File: src/rtl/fetch_unit.sv
// rtl/fetch_unit.sv - fetch PC, blocking icache lookup and in-order instruction queue
module fetch_unit #(
  parameter logic [31:0] RESET_PC = 32'hBFC0_0000,
  parameter int          DEPTH    = 4
) (
  input  logic        clk,
  input  logic        resetn,
  input  logic        redirect_valid,
  input  logic [31:0] redirect_pc,
  output logic        icache_req,
  output logic [31:0] icache_pc,
  input  logic        icache_req_ready,
  input  logic        icache_resp_valid,
  input  logic [31:0] icache_resp_inst,
  output logic        out_valid,
  output logic [31:0] out_pc,
  output logic [31:0] out_inst,
  input  logic        out_ready
);

  localparam int            AW      = $clog2(DEPTH);
  localparam logic [AW:0]   FULL    = DEPTH[AW:0];
  localparam logic          ST_REQ  = 1'b0;
  localparam logic          ST_WAIT = 1'b1;

  logic          state;
  logic [31:0]   pc;
  logic [31:0]   req_pc;
  logic          drop;
  logic [AW-1:0] head;
  logic [AW-1:0] tail;
  logic [AW:0]   count;
  logic [31:0]   q_pc   [DEPTH];
  logic [31:0]   q_inst [DEPTH];

  logic accept;
  logic resp_in_wait;
  logic push;
  logic pop;

  // Request gating: blocked in reset, while waiting, when the queue is full or on redirect.
  assign icache_req   = resetn & (state == ST_REQ) & (count < FULL) & ~redirect_valid;
  assign icache_pc    = pc;
  assign accept       = icache_req & icache_req_ready;
  assign resp_in_wait = (state == ST_WAIT) & icache_resp_valid;
  assign push         = resp_in_wait & ~drop & ~redirect_valid;
  assign pop          = out_valid & out_ready & ~redirect_valid;

  assign out_valid = (count != '0);
  assign out_pc    = q_pc[head];
  assign out_inst  = q_inst[head];

  // Control state: PC, FSM, squash flag and queue pointers; redirect overrides normal flow.
  always_ff @(posedge clk) begin
    if (!resetn) begin
      pc     <= RESET_PC;
      req_pc <= '0;
      state  <= ST_REQ;
      drop   <= 1'b0;
      head   <= '0;
      tail   <= '0;
      count  <= '0;
    end else if (redirect_valid) begin
      pc    <= {redirect_pc[31:2], 2'b00};
      head  <= '0;
      tail  <= '0;
      count <= '0;
      if (state == ST_WAIT) begin
        if (icache_resp_valid) begin
          drop  <= 1'b0;
          state <= ST_REQ;
        end else begin
          drop  <= 1'b1;
        end
      end
    end else begin
      if (accept) begin
        req_pc <= pc;
        pc     <= pc + 32'd4;
        state  <= ST_WAIT;
      end
      if (resp_in_wait) begin
        drop  <= 1'b0;
        state <= ST_REQ;
      end
      if (push) tail <= tail + 1'b1;
      if (pop)  head <= head + 1'b1;
      if (push && !pop)      count <= count + 1'b1;
      else if (pop && !push) count <= count - 1'b1;
    end
  end

  // Queue payload storage; contents are only meaningful below count, so no reset needed.
  always_ff @(posedge clk) begin
    if (resetn && push) begin
      q_pc[tail]   <= req_pc;
      q_inst[tail] <= icache_resp_inst;
    end
  end

endmodule
File: config.mk
export PLATFORM = sky130hd
export DESIGN_NAME = fetch_unit
export DESIGN_NICKNAME = d
export VERILOG_FILES = /design/src/rtl/fetch_unit.sv
export SDC_FILE = /design/constraint.sdc
export NUM_CORES = 1
export LEC_CHECK = 0
export CORE_MARGIN = 5
export CORE_UTILIZATION = 40
export DETAILED_ROUTE_END_ITERATION = 7
export GPL_TIMING_DRIVEN = 0
export SYNTH_ARGS = -nofsm -noshare
export SYNTH_HDL_FRONTEND = slang
export SYNTH_SLANG_ARGS = --single-unit
File: constraint.sdc
create_clock -name clk -period 7.98 [get_ports clk]
set_clock_uncertainty 0.2 [all_clocks]
set_input_delay 1.596 -clock clk [delete_from_list [all_inputs] [get_ports clk]]
set_output_delay 1.596 -clock clk [all_outputs]
set_load 0.02 [all_outputs]
==> results of run 1 <==
cell type report:
cell class,instances,area [um2]
buffer,45,196
clock buffer,45,913
clock inverter,15,175
fill,2612,14900
inverter,12,45.0
multi-input combinational,370,3230
sequential,319,8870
tap,396,495
timing repair buffer,163,1700
logic make-up after synthesis:
logic type / synth area share [%]
AO/OA/AOI/OAI: 6.24
XOR/XNOR: 0.569
adder cells (fa/ha/maj): 0.773
buffers and inverters: 1.96
flip-flops: 72.1
multiplexers: 11.6
other: 0.0305
AND/OR/NAND/NOR: 6.76
synth_stat cells, drive strengths merged, types with 3 or more instances:
library cell / number
or3: 7
o211ai: 10
o31ai: 4
nor2b: 5
nor4: 3
o31a: 3
nand2: 93
edfxtp: 248
inv: 12
mux4: 62
clkbuf: 27
nand4: 12
ha: 6
nor2: 20
buf: 18
a21oi: 7
nor3: 7
a21boi: 43
xor2: 6
o21ai: 16
and3: 9
dfxtp: 71
o21a: 5
nand3: 16
power breakdown:
group / internal [W] / switching [W]
registers: 0.00180 / 0.0000244
logic: 0.0000725 / 0.0000737
clock network: 0.000935 / 0.000598
total: 0.00280 / 0.000696
state kept, by name, summed over array words and instances, names as in the netlist, named ones only:
signal     flops
q_inst       128
q_pc         120
icache_pc     30
req_pc        30
count          3
head           2
tail           2
drop           1
state          1
layer usage:
layer	GRT usage, %	up-vias
met3	3.46	31
met1	22.9	3572
met5	0	-
li1	-	3305
met2	25.4	232
met4	4.08	0
metrics by stage:
| stage | std cells | util [%] |
|---|---|---|
| after floorplan | 746 | - |
| after global placement | 1301 | 47.2 |
| after detailed placement | 1305 | 47.6 |
| after CTS | 1365 | 51.2 |
| after global routing | 1365 | 51.2 |
| final | 1365 | 51.2 |
placed cells by master, fill, tap and decap left out, types with 6 or more instances in the layout:
| master | n |
|---|---|
| a21boi_0 | 42 |
| a21oi_1 | 7 |
| buf_1 | 10 |
| clkbuf_1 | 36 |
| clkbuf_16 | 35 |
| clkdlybuf4s50_1 | 159 |
| dfxtp_1 | 71 |
| edfxtp_1 | 248 |
| ha_1 | 6 |
| inv_1 | 12 |
| mux4_2 | 62 |
| nand2_1 | 93 |
| nand3_1 | 16 |
| nand4_1 | 12 |
| nor2_1 | 20 |
| nor3_1 | 7 |
| o211ai_1 | 10 |
| o21ai_0 | 15 |
| or3_1 | 7 |
| xor2_1 | 6 |
how the worst max path moves through the flow:
stage	slack, ps	end	cells past startpoint
CTS	2700	out_pc[13]	4
floorplan	3540	q_inst[1][0]	3
finish	2880	out_pc[13]	4
global route	2580	out_pc[13]	4
global placement	1490	q_inst[0][28]	4
detailed placement	3130	icache_req	5
==> impl_metrics.py, run 1 <==
metrics = {
    "logic_synthesis": {
        "synth_edf_count": 248,
        "synth-warning-count": 0,
        "ys_types": 55,
        "synth-seq-area-share_pct": 72.1,
        "yosys_register_bits": 319,
        "synth_area_leader_cell": "edfxtp_1",
        "syn-cell-area_um2": 12300,
        "syn_inst": 743,
        "avgSynthCellArea_um2": 16.6,
        "synth_ff_type": "edfxtp_1",
        "yosysTopAreaCellShare_pct": 60.5,
        "ys_async_sr_fraction_pct": 0,
        "synth_area_leaders": "edfxtp_1, dfxtp_1, mux4_2",
    },
    "detailed_routing": {
        "drt-total-wl_um": 27400,
        "wl_met1_um": 12400,
        "drtPass1Iterations": 5,
        "wl_met2_um": 12700,
        "wl_met3_um": 1830,
        "drt_iter0_drc": 419,
        "antenna_left": 0,
        "vias": 7140,
        "vias_per_cell": 5.23,
        "route.detailed.drc": 0,
        "wl_per_cell_um": 20.1,
        "top_layer_used": "met4",
    },
    "critical_path": {
        "timing.rr.start": "state",
        "r2r-end": "count[2]",
        "r2r_cells": 8,
        "crit_family": "buffers and inverters",
        "slowest_delay_ps": 730,
        "reg2reg_slack_ps": 5090,
        "crit_path_end_kind": "output pin",
        "path_class": "register to output pin",
        "crit_fanout": 10,
        "worst-path-buf-inv": 3,
        "path_cells": "clkbuf_1, buf_1, mux4_2, clkdlybuf4s50_1",
        "start_kind": "register",
        "critPathSlowestCell": "buf_1",
        "worstPathArrival_ps": 3310,
        "cp.required_ps": 6180,
    },
    "die": {
        "initial_core_util_pct": 40.3,
        "die_w_um": 185,
        "die_area_um2": 34400,
        "fp.dieH_um": 185,
        "core_area_um2": 30500,
        "pin_count": 168,
        "placementRows": 64,
    },
    "cells_and_area": {
        "final_nets": 1022,
        "drive_above_1_share_pct": 12.9,
        "area_growth_pct": 27.0,
        "design_area_um2": 15600,
        "diodes": 0,
    },
    "flow_run": {
        "drv_cap": 0,
    },
    "timing": {
        "rsz0062_at_grt": "false",
        "setup_viol": 0,
        "timing.final.crit_share_pct": 63.9,
        "worstMarginPinSlew_ps": 1000,
        "timing.setup.tns_ps": 0,
        "setup_ws_ps": 2880,
        "hold_viol": 0,
        "slew_headroom_pct": 32.6,
        "fin_crit_ps": 5100,
        "slew_violations": 0,
        "clock.fmax_ghz": 0.196,
        "holdWs_ps": 307,
    },
    "global_routing": {
        "grt_max_degree": 49,
        "grt_pass1_vias": 7515,
        "grt_pass1_wl_um": 42800,
        "grt_usage_pct": 16.1,
        "grt_antenna_before_repair": 0,
        "overflow": 0,
    },
    "pwr": {
        "leakagePower_nw": 5.16,
        "total_power_w": 0.00350,
        "max-vdd-ir-drop_mv": 0.113,
        "powerDensity_nw_per_um2": 224,
    },
    "place": {
        "hpwl_um": 18100,
        "portBuffers": 159,
        "place_area_um2": 14500,
        "gp_congestion": 0.904,
        "dp_slack_ps": 3130,
    },
    "cts": {
        "root_buffer": "clkbuf_16",
        "cts_made_buffers": 34,
        "numClockSinks": 319,
        "clock_latency_ps": 500,
        "clk_path_buf_depth": 3,
        "cts-htree-levels": 2,
        "cts_setup_buffers": 0,
        "cts_hold_buf": 0,
        "clkTransAtPathRegs_ps": 60,
        "cts_resized": 0,
        "cts_tree": "built",
    },
    "min_path": {
        "min_path_type": "register to register",
        "holdPathStages": 0,
        "worstHoldEndpoint": "q_pc[0][28]",
        "worstHoldStart": "req_pc[28]",
    },
    "run_status": {
        "status": "finished, final reports clean",
    },
}
Power figures use the tool's default switching activity.
==> run 2: changes to the inputs <==
- clock period: 7.98 -> 4.35 ns (I/O delays scaled with it)
==> run 2 against run 1 <==
Against the previous run:
- global-route usage barely moved
- count of clock-buffer cells in the layout did not move
- sequential cell count unchanged
- sequential power increased by 84%
- die area unchanged
- via count is essentially flat
- non-clock buffer count shrank 1
- total power rose by 83%
- hold slack better by 1.3 ps
- critical path depth fell by 1
- largest cell class unchanged
- largest power group unchanged
==> impl_metrics.py, run 2 (synthesis results as in run 1) <==
metrics = {
    "die": {
        "placementRows": 64,
        "die_area_um2": 34400,
        "die_w_um": 185,
        "core_area_um2": 30500,
        "fp.dieH_um": 185,
        "pin_count": 168,
        "initial_core_util_pct": 40.3,
    },
    "timing": {
        "slew_violations": 0,
        "rsz0062_at_grt": "false",
        "timing.final.crit_share_pct": 92.4,
        "setup_ws_ps": 331,
        "clock.fmax_ghz": 0.249,
        "hold_viol": 0,
        "slew_headroom_pct": 34.0,
        "worstMarginPinSlew_ps": 982,
        "fin_crit_ps": 4020,
        "setup_viol": 0,
    },
    "critical_path": {
        "start_kind": "register",
        "timing.rr.start": "count[2]",
        "path_class": "register to output pin",
        "reg2reg_slack_ps": 1480,
        "crit_path_end_kind": "output pin",
        "r2r-end": "icache_pc[14]",
        "crit_fanout": 10,
        "cp.required_ps": 3280,
        "worstPathArrival_ps": 2950,
        "r2r_cells": 8,
    },
    "flow_run": {
        "drv_cap": 0,
    },
    "place": {
        "portBuffers": 159,
        "place_area_um2": 14500,
        "hpwl_um": 18100,
        "dp.cells": 1305,
        "dp_slack_ps": 333,
        "gp_congestion": 0.904,
    },
    "cells_and_area": {
        "reg_top3": "q_inst: 128 flops, q_pc: 120 flops",
        "largest_register_ffs": 128,
        "design_area_um2": 15700,
        "diodes": 0,
        "most-common-layout-cells": "edfxtp_1, clkdlybuf4s50_1, nand2_1",
        "stdcell_count": 1364,
        "final_nets": 1021,
        "regMostFlops": "q_inst",
        "area_growth_pct": 27.3,
        "drive_above_1_share_pct": 13.5,
        "nFillCells": 2606,
        "mostFrequentLayoutCell": "edfxtp_1",
    },
    "detailed_routing": {
        "drtPass1Iterations": 5,
        "vias_per_cell": 5.23,
        "drt-total-wl_um": 27400,
        "wl_per_cell_um": 20.1,
        "vias": 7134,
        "route.detailed.drc": 0,
        "antenna_left": 0,
        "drt_iter0_drc": 455,
    },
    "global_routing": {
        "grt_antenna_before_repair": 0,
        "overflow": 0,
        "grt_pass1_wl_um": 42700,
        "grt_usage_pct": 16.1,
        "grt_pass1_vias": 7516,
        "grt_max_degree": 49,
    },
    "min_path": {
        "worstHoldEndpoint": "q_pc[0][28]",
        "worstHoldStart": "req_pc[28]",
        "holdPathStages": 0,
        "min_path_type": "register to register",
    },
    "run_status": {
        "status": "finished, final reports clean",
    },
    "cts": {
        "clkTransAtPathRegs_ps": 60,
        "clk_path_buf_depth": 3,
        "root_buffer": "clkbuf_16",
        "clock_latency_ps": 500,
        "numClockSinks": 319,
        "cts_tree": "built",
        "cts-htree-levels": 2,
        "cts_hold_buf": 0,
        "cts_made_buffers": 34,
        "cts_setup_buffers": 0,
    },
    "pwr": {
        "powerDensity_nw_per_um2": 410,
        "max-vdd-ir-drop_mv": 0.207,
        "leakagePower_nw": 5.18,
    },
}
==> run 2: cell count changes in the layout (fill, tap and decap cells not counted) <==
cell             before  now
clkbuf_1             36   35
buf_1                10    4
clkdlybuf4s15_2       0    6
==> run 2: worst max-delay path, cell delays in order, from the launching register on <==
cell and delay (ps):
dfxtp_1 700, clkdlybuf4s15_2 560, mux4_2 560, clkdlybuf4s50_1 610
==> run 2: worst max path at each step <==
stage	start	endpoint	slack, ps	cells past startpoint
global route	register	out_pc[13]	140	4
finish	register	out_pc[13]	330	3
global placement	icache_resp_valid	q_inst[0][28]	-1420	4
floorplan	redirect_valid	q_inst[1][0]	640	3
detailed placement	register	out_pc[13]	330	4
CTS	register	out_pc[13]	30	4
==> run 2: power by group <==
part	switching (W)	leakage, nW	internal, W
Clock	0.00110	0.524	0.00171
Combinational	0.000135	1.65	0.000133
Sequential	0.0000452	3.00	0.00330
==> run 2: area by class of cell <==
type / count / area (um2) / share of cell area (%)
timing repair buffer: 163 / 1700 / 10.9
buffer: 44 / 238 / 1.52
multi-input combinational: 370 / 3230 / 20.6
inverter: 12 / 45.0 / 0.288
clock inverter: 15 / 175 / 1.12
tap: 396 / 495 / 3.16
sequential: 319 / 8870 / 56.6
clock buffer: 45 / 913 / 5.83
==> run 2: per-layer routing <==
metal  vias up  global-route usage, %  share of wire (%)  wire length [um]
li1       3303                      -                  -                 -
met1      3561                   22.9                 45             12400
met2       238                   25.3                 46             12700
met3        32                   3.46                6.6              1810
met4         0                   4.08                1.6               437
met5         -                      0                  0                 0
==> run 2: timing repair <==
action | in CTS | in global routing
pin swaps | 0 | 0
resized for setup | 12 | 0
cloned | 0 | 0
setup endpoints to repair | 60 | 12
==> run 2: stage by stage <==
step,hold slack [ps],TNS [ps],util (%),power (W)
after global placement,281,-337310,47.2,0.00367
final,308,0,51.3,0.00642
after floorplan,253,0,-,0.00351
after global routing,321,0,51.3,0.00665
after detailed placement,297,0,47.6,0.00367
after CTS,310,0,51.4,0.00649
==> run 3: changes to the inputs <==
- ABC_CLOCK_PERIOD_IN_PS: not set -> 4350
==> results of run 3 <==
Final layout, timing and power as in run 2 (identical DEF).
